===== src/rtl/param_shift_register.sv =====
// Universal WIDTH-bit shift/rotate/load register with a burst engine.
// A burst latches a shift/rotate mode and count, then runs it autonomously.
module param_shift_register #(
  parameter int WIDTH = 4,
  parameter int CNT_W = 8
) (
  input  logic             clk,
  input  logic             reset,
  input  logic             en_i,
  input  logic [2:0]       mode_i,
  input  logic             x_i,
  input  logic [WIDTH-1:0] load_data_i,
  input  logic             start_i,
  input  logic [CNT_W-1:0] cnt_i,
  output logic [WIDTH-1:0] sr_o,
  output logic             so_o,
  output logic             busy_o,
  output logic             done_o,
  output logic             dbg_state_o
);

  localparam logic [2:0] MODE_HOLD = 3'b000;
  localparam logic [2:0] MODE_SHL  = 3'b001;
  localparam logic [2:0] MODE_SHR  = 3'b010;
  localparam logic [2:0] MODE_ROL  = 3'b011;
  localparam logic [2:0] MODE_ROR  = 3'b100;
  localparam logic [2:0] MODE_LOAD = 3'b101;

  typedef enum logic {IDLE = 1'b0, BUSY = 1'b1} state_e;

  state_e           state_q;
  logic [WIDTH-1:0] sr_q, sr_d;
  logic             so_q, so_d;
  logic             done_q;
  logic [CNT_W-1:0] cnt_q;
  logic [2:0]       mode_q;
  logic [2:0]       op_mode;
  logic             start_mode_ok;

  // While BUSY the latched mode drives the datapath; live mode_i is ignored.
  assign op_mode       = (state_q == BUSY) ? mode_q : mode_i;
  assign start_mode_ok = (mode_i == MODE_SHL) || (mode_i == MODE_SHR) ||
                         (mode_i == MODE_ROL) || (mode_i == MODE_ROR);

  always_comb begin
    sr_d = sr_q;
    so_d = so_q;
    case (op_mode)
      MODE_SHL: begin
        sr_d = {sr_q[WIDTH-2:0], x_i};
        so_d = sr_q[WIDTH-1];
      end
      MODE_SHR: begin
        sr_d = {x_i, sr_q[WIDTH-1:1]};
        so_d = sr_q[0];
      end
      MODE_ROL: begin
        sr_d = {sr_q[WIDTH-2:0], sr_q[WIDTH-1]};
        so_d = sr_q[WIDTH-1];
      end
      MODE_ROR: begin
        sr_d = {sr_q[0], sr_q[WIDTH-1:1]};
        so_d = sr_q[0];
      end
      MODE_LOAD: sr_d = load_data_i;
      default: begin
        sr_d = sr_q;
        so_d = so_q;
      end
    endcase
  end

  always_ff @(posedge clk or posedge reset) begin
    if (reset) begin
      state_q <= IDLE;
      sr_q    <= '0;
      so_q    <= 1'b0;
      done_q  <= 1'b0;
      cnt_q   <= '0;
      mode_q  <= MODE_HOLD;
    end else begin
      done_q <= 1'b0;
      case (state_q)
        IDLE: begin
          // start_i outranks en_i, even when the start request is ignored.
          if (start_i) begin
            if (start_mode_ok) begin
              if (cnt_i != '0) begin
                state_q <= BUSY;
                mode_q  <= mode_i;
                cnt_q   <= cnt_i;
              end else begin
                done_q <= 1'b1;
              end
            end
          end else if (en_i) begin
            sr_q <= sr_d;
            so_q <= so_d;
          end
        end
        BUSY: begin
          sr_q  <= sr_d;
          so_q  <= so_d;
          cnt_q <= cnt_q - CNT_W'(1);
          if (cnt_q == CNT_W'(1)) begin
            state_q <= IDLE;
            done_q  <= 1'b1;
          end
        end
        default: state_q <= IDLE;
      endcase
    end
  end

  assign sr_o        = sr_q;
  assign so_o        = so_q;
  assign busy_o      = (state_q == BUSY);
  assign done_o      = done_q;
  assign dbg_state_o = state_q;

endmodule


===== config.mk =====
export PLATFORM = sky130hd
export DESIGN_NAME = param_shift_register
export DESIGN_NICKNAME = d
export VERILOG_FILES = /design/src/rtl/param_shift_register.sv
export SDC_FILE = /design/constraint.sdc
export NUM_CORES = 1
export LEC_CHECK = 0
export ABC_AREA = 1
export BUFFER_PORTS_ARGS = -buffer_cell sky130_fd_sc_hd__buf_2
export CORE_MARGIN = 2
export CORE_UTILIZATION = 33
export DETAILED_ROUTE_END_ITERATION = 8
export PLACE_DENSITY = 0.61
export SKIP_LAST_GASP = 1
export SYNTH_ARGS = -nofsm -noshare
export SYNTH_HDL_FRONTEND = slang
export SYNTH_SLANG_ARGS = --single-unit

===== constraint.sdc =====
create_clock -name clk -period 1.9 [get_ports clk]
set_input_delay 0.19 -clock clk [delete_from_list [all_inputs] [get_ports clk]]
set_output_delay 0.19 -clock clk [all_outputs]
set_load 0.005 [all_outputs]

## Word-level counts from Yosys, hierarchy flattened

Index checks and enable logic that the tools add are counted.

| operators by class | value |
|---|---|
| mux-type cells | 23 |
| bitwise gates (word level) | 1 |
| eq/ne operators | 15 |
| reduce and logical (&&, ||, !) cells | 9 |
| add/subtract/negate cells | 1 |

Operator list:

| kind | count |
|---|---|
| 2-to-1 mux 8 bit | 3 |
| one-hot mux 4 bit (5 select lines) | 1 |
| one-hot mux 8 bit (2 select lines) | 1 |
| == test 3 x 2 -> 1 bit (second input constant) | 4 |
| 2-to-1 mux 1 bit | 10 |
| inequality test 2 bit (second input constant) | 5 |
| == test 3 bit (second input constant) | 3 |
| == test 8 x 1 -> 1 bit (second input constant) | 1 |
| 2-to-1 mux 4 bit | 2 |
| one-hot mux 1 bit (2 select lines) | 4 |
| one-hot mux 4 bit (2 select lines) | 1 |
| nonzero test 8 bit | 1 |
| subtractor 8 x 1 -> 8 bit (second input constant) | 1 |
| == test 3 x 1 -> 1 bit (second input constant) | 2 |
| AND reduction 4 bit | 1 |
| OR reduction 2 bit | 2 |
| logical OR 1 bit | 3 |
| 2-to-1 mux 3 bit | 1 |
| AND reduction 3 bit | 1 |
| AND reduction 2 bit | 1 |
| inverter 1 bit | 1 |

| storage, ports and cells | value |
|---|---|
| input bits | 20 |
| flip-flop bits (word level) | 18 |
| output and inout bits | 8 |

## Logic depth before layout (Yosys ltp)

| depth | value |
|---|---|
| depth after elaboration | 7 |
| gate-level depth with buffers | 11 |

## Least setup slack after synthesis

No wires, ideal clock.

| path | value |
|---|---|
| path type | register -> register |
| start point | register state_q (netlist: busy_o) |
| end point | register so_q (netlist: so_o) |
| buffers on the path | 1 |
| stages on the path, launching flop included | 12 |
| slack | 0.579 ns |
| period minus slack after synthesis | 1.321 ns |
| data arrival time | 1.202 ns |
| cell sequence | dfrtp_1 inv_2 buf_6 nand2_2 nand2_4 nand2_4 nand2_4 nand2_2 nand2_1 nand2_1 nand2_1 nand2_1 |

| on the way | value |
|---|---|
| cells in the longest elaborated chain, start to end | 7 |
| elaborated cells on any way between the ends | 15 |

Ends and longest elaborated chain:

| what | RTL line | source |
|---|---|---|
| from (decl) | 31 | `state_e state_q;` |
| from (signal assigned) | 75 | `state_q <= IDLE;` |
| from (signal assigned) | 89 | `state_q <= BUSY;` |
| from (signal assigned) | 106 | `state_q <= IDLE;` |
| 2-to-1 mux 3 bit | 41 | `assign op_mode = (state_q == BUSY) ? mode_q : mode_i;` |
| == test 3 bit, or another cell as far along | 48 | `case (op_mode)` |
| OR reduction 2 bit (no line) | n/a |  |
| one-hot mux 1 bit (2 select lines) | 48 |  |
| 2-to-1 mux 1 bit | 96 | `end else if (en_i) begin` |
| 2-to-1 mux 1 bit | 86 | `if (start_i) begin` |
| one-hot mux 1 bit (2 select lines) | 83 | `case (state_q)` |
| to (signal assigned) | 77 | `so_q <= 1'b0;` |
| to (signal assigned) | 98 | `so_q <= so_d;` |
| to (signal assigned) | 103 | `so_q <= so_d;` |
| to (decl) | 33 | `logic so_q, so_d;` |

Parallel ways exist; a longest one is shown, timed or not. The select of a mux whose other input is x is not followed.
A chain may end at the register's enable or synchronous reset.

## Worst setup path in the final report

Ends and elaborated chain as after synthesis.

==> results.json <==
{
  "status": "finished, final reports clean",
  "cts_setup_buffers": 0,
  "clock_path_buffers": 2,
  "period_share_pct": 82.4,
  "swShare_pct": 48.3,
  "drc": 0,
  "power_frac_comb_pct": 60.8,
  "place_inst": 251,
  "final_net_count": 228,
  "ys_seq_elements": 18,
  "numPortBuffers": 27,
  "syn_to_final_growth_pct": 17.0,
  "grt_overflow": 0,
  "ctsHoldBuffers": 0,
  "crit_fanout": 11,
  "multi_input_comb_area_um2": 821,
  "synth_top_cell_by_area": "dfrtp_1",
  "cpLargestDelayFamily": "simple AND/OR/NAND/NOR gates",
  "worst-setup-path-type": "flop to flop",
  "fill_cells": 426,
  "rsz0062_at_grt": "no",
  "dp_slack_ns": 0.342,
  "insertedDiodeCount": 0,
  "syn-mean-instance-area_um2": 7.89,
  "powerDensity_nw_per_um2": 1660,
  "yosysWarnings": 0,
  "ys_types": 29,
  "crit_top_cell": "nand2_1",
  "max_slew_margin_pct": 51.5,
  "synth_seq_area_share_pct": 32.6,
  "skew_ns": 0.00425,
  "clock-sinks": 18,
  "synthArstFlopShare_pct": 100,
  "cp.arrival_ns": 1.71,
  "holdWs_ns": 0.0468,
  "period_minus_slack_ns": 1.57,
  "grt_max_degree": 19,
  "critPathLaunchType": "flop",
  "dp_hpwl_um": 2380,
  "fp.coreArea_um2": 4000,
  "cts_tree": "done",
  "antenna_found_initial": 0,
  "synth-edff-count": 0,
  "timing.rr.start": "busy_o$_DFF_PP0_",
  "critical-path-max-stage-delay_ns": 0.47,
  "stdcell_area_um2": 1610,
  "r2r_setup_slack_ns": 0.33,
  "place_area_um2": 1560,
  "htreeDepth": 1,
  "dr.pass1.iters": 4,
  "gp_congestion": 0.931,
  "clk_latency_ns": 0.25,
  "ir_worst_vdd_uv": 423,
  "p_switching_mw": 1.29,
  "holdCritPathClass": "primary input to asynchronous set/reset pin",
  "crit_cells": 10,
  "timing.final.max_slew_violations": 0,
  "drive_above_1_share_pct": 34.6,
  "worstSetupStartpoint": "busy_o$_DFF_PP0_",
  "clk_pin_slew_ns": 0.07,
  "die_x_um": 68.7,
  "p_clk_share_pct": 11.8,
  "syn_area_um2": 1380,
  "cts-root-buf": "clkbuf_8",
  "post-route-util_pct": 40.4,
  "netlist_instances": 175,
  "drv_cap": 0,
  "synth_fp_nets": 197,
  "seq_area_um2": 450,
  "setup_tns_ns": 0,
  "dieArea_um2": 4720,
  "critPathRequiredTime_ns": 2.04,
  "cts_inserted_buffers": 3,
  "setup_ws_ns": 0.334,
  "first_global_vias": 1139,
  "die_h_um": 68.7,
  "via_count": 1251,
  "fmax_ghz": 0.639,
  "p_leak_nw": 0.822,
  "p_total_mw": 2.67,
  "wl_um": 3050,
  "boundaryPins": 28,
  "grt_pass1_wl_um": 5060,
  "hold_viol": 0,
  "path_buf_inv": 1,
  "cts-resized-gates": 0,
  "final_cells": 255,
  "synthTopCellsByArea": "dfrtp_1, nand2_1, nand3_1",
  "grt_use_total_pct": 14.4,
  "routedWlPerCell_um": 12.0,
  "rows": 23,
  "setup_violations": 0,
  "p_int_mw": 1.38,
  "antenna_left": 0,
  "tightestPinTransition_ns": 0.726,
  "ys.flop_type": "dfrtp_1",
  "viasPerCell": 4.91,
  "critPathCaptureType": "flop",
  "r2r_cells": 10,
  "crit_chain": "inv_2 -> nand2_1 -> nand2_1 -> nand2_8 -> nand2_4 -> nand2_2 -> nand2_1 -> nand2_1 -> nand2_1 -> nand2_1",
  "dr.first_iter.drc_count": 55,
  "yosysTopAreaCellShare_pct": 32.6,
  "slowest_stage": "dfrtp_1",
  "initial_core_util_pct": 34.5,
  "seqPwrFrac_pct": 27.4
}
-- placed cells by master, fill, tap and decap left out --
cell,n
nand4_2,1
o21ai_2,3
nor2_1,18
or2_0,1
nand3_4,1
dfrtp_1,18
nand3b_1,2
nor2_2,1
nand3_2,6
xor2_4,1
o31ai_1,1
buf_2,27
ha_1,2
nor4_1,1
nand4_1,10
nand2_1,36
nand2_2,7
clkbuf_8,4
nand2_8,1
or2_2,1
a21boi_0,1
o21ai_0,4
inv_1,12
clkinv_1,1
buf_4,3
nand2_4,8
a21oi_1,5
nor2_4,2
nand3_1,22
inv_2,5
-- routing by layer --
metal  track usage (%)  vias to the layer above  wire, um
met1              20.4                      569      1500
met5                 0                        -         0
li1                  -                      639         -
met4              6.00                        0        63
met3              2.11                        8       158
met2              21.8                       35      1330
-- power groups by stage --
stage / clock network (mW) / registers, mW / logic (mW)
final: 0.315 / 0.732 / 1.63
after global routing: 0.344 / 0.754 / 1.84
after CTS: 0.329 / 0.728 / 1.64
after detailed placement: 0 / 0.733 / 1.63
after global placement: 0 / 0.734 / 1.62
after floorplan: 0 / 0.704 / 1.33
-- cell usage after synthesis (2+ instances only) --
| cell type | instances |
|---|---|
| nand2_1 | 36 |
| nand3_1 | 22 |
| dfrtp_1 | 18 |
| nor2_1 | 18 |
| inv_1 | 12 |
| nand4_1 | 10 |
| nand2_4 | 8 |
| nand2_2 | 7 |
| nand3_2 | 6 |
| a21oi_1 | 5 |
| inv_2 | 5 |
| o21ai_0 | 4 |
| buf_6 | 3 |
| o21ai_2 | 3 |
| ha_1 | 2 |
| nand3b_1 | 2 |
| nor2_4 | 2 |
-- worst paths after layout --
check                                         to
setup / recovery                so_o$_DFFE_PP0P_
hold / removal             mode_q[2]$_DFFE_PP0P_
setup reg to reg                so_o$_DFFE_PP0P_
hold reg to reg                 so_o$_DFFE_PP0P_
max in group asynchronous    sr_o[0]$_DFFE_PP0P_
min in group clk                done_o$_DFF_PP0_
-- state kept, by name, indices dropped and copies added, names as in the netlist --
register  cells
sr_o          4
done_o        1
cnt_q         8
mode_q        3
busy_o        1
so_o          1
-- kinds of logic after synthesis --
group           share of synthesized area, %
fa+ha+maj                               1.81
xor+xnor                                1.99
flops                                   32.6
buf+inv                                 7.89
compound gates                          6.26
simple gates                            49.4
-- cell type report --
cell class	count	area share, %
multi-input combinational	135	50.9
clock buffer	4	3.41
tap	50	3.88
timing repair buffer	30	9.77
inverter	18	4.19
sequential	18	27.9
No activity file was read; power rests on OpenSTA's default activity.
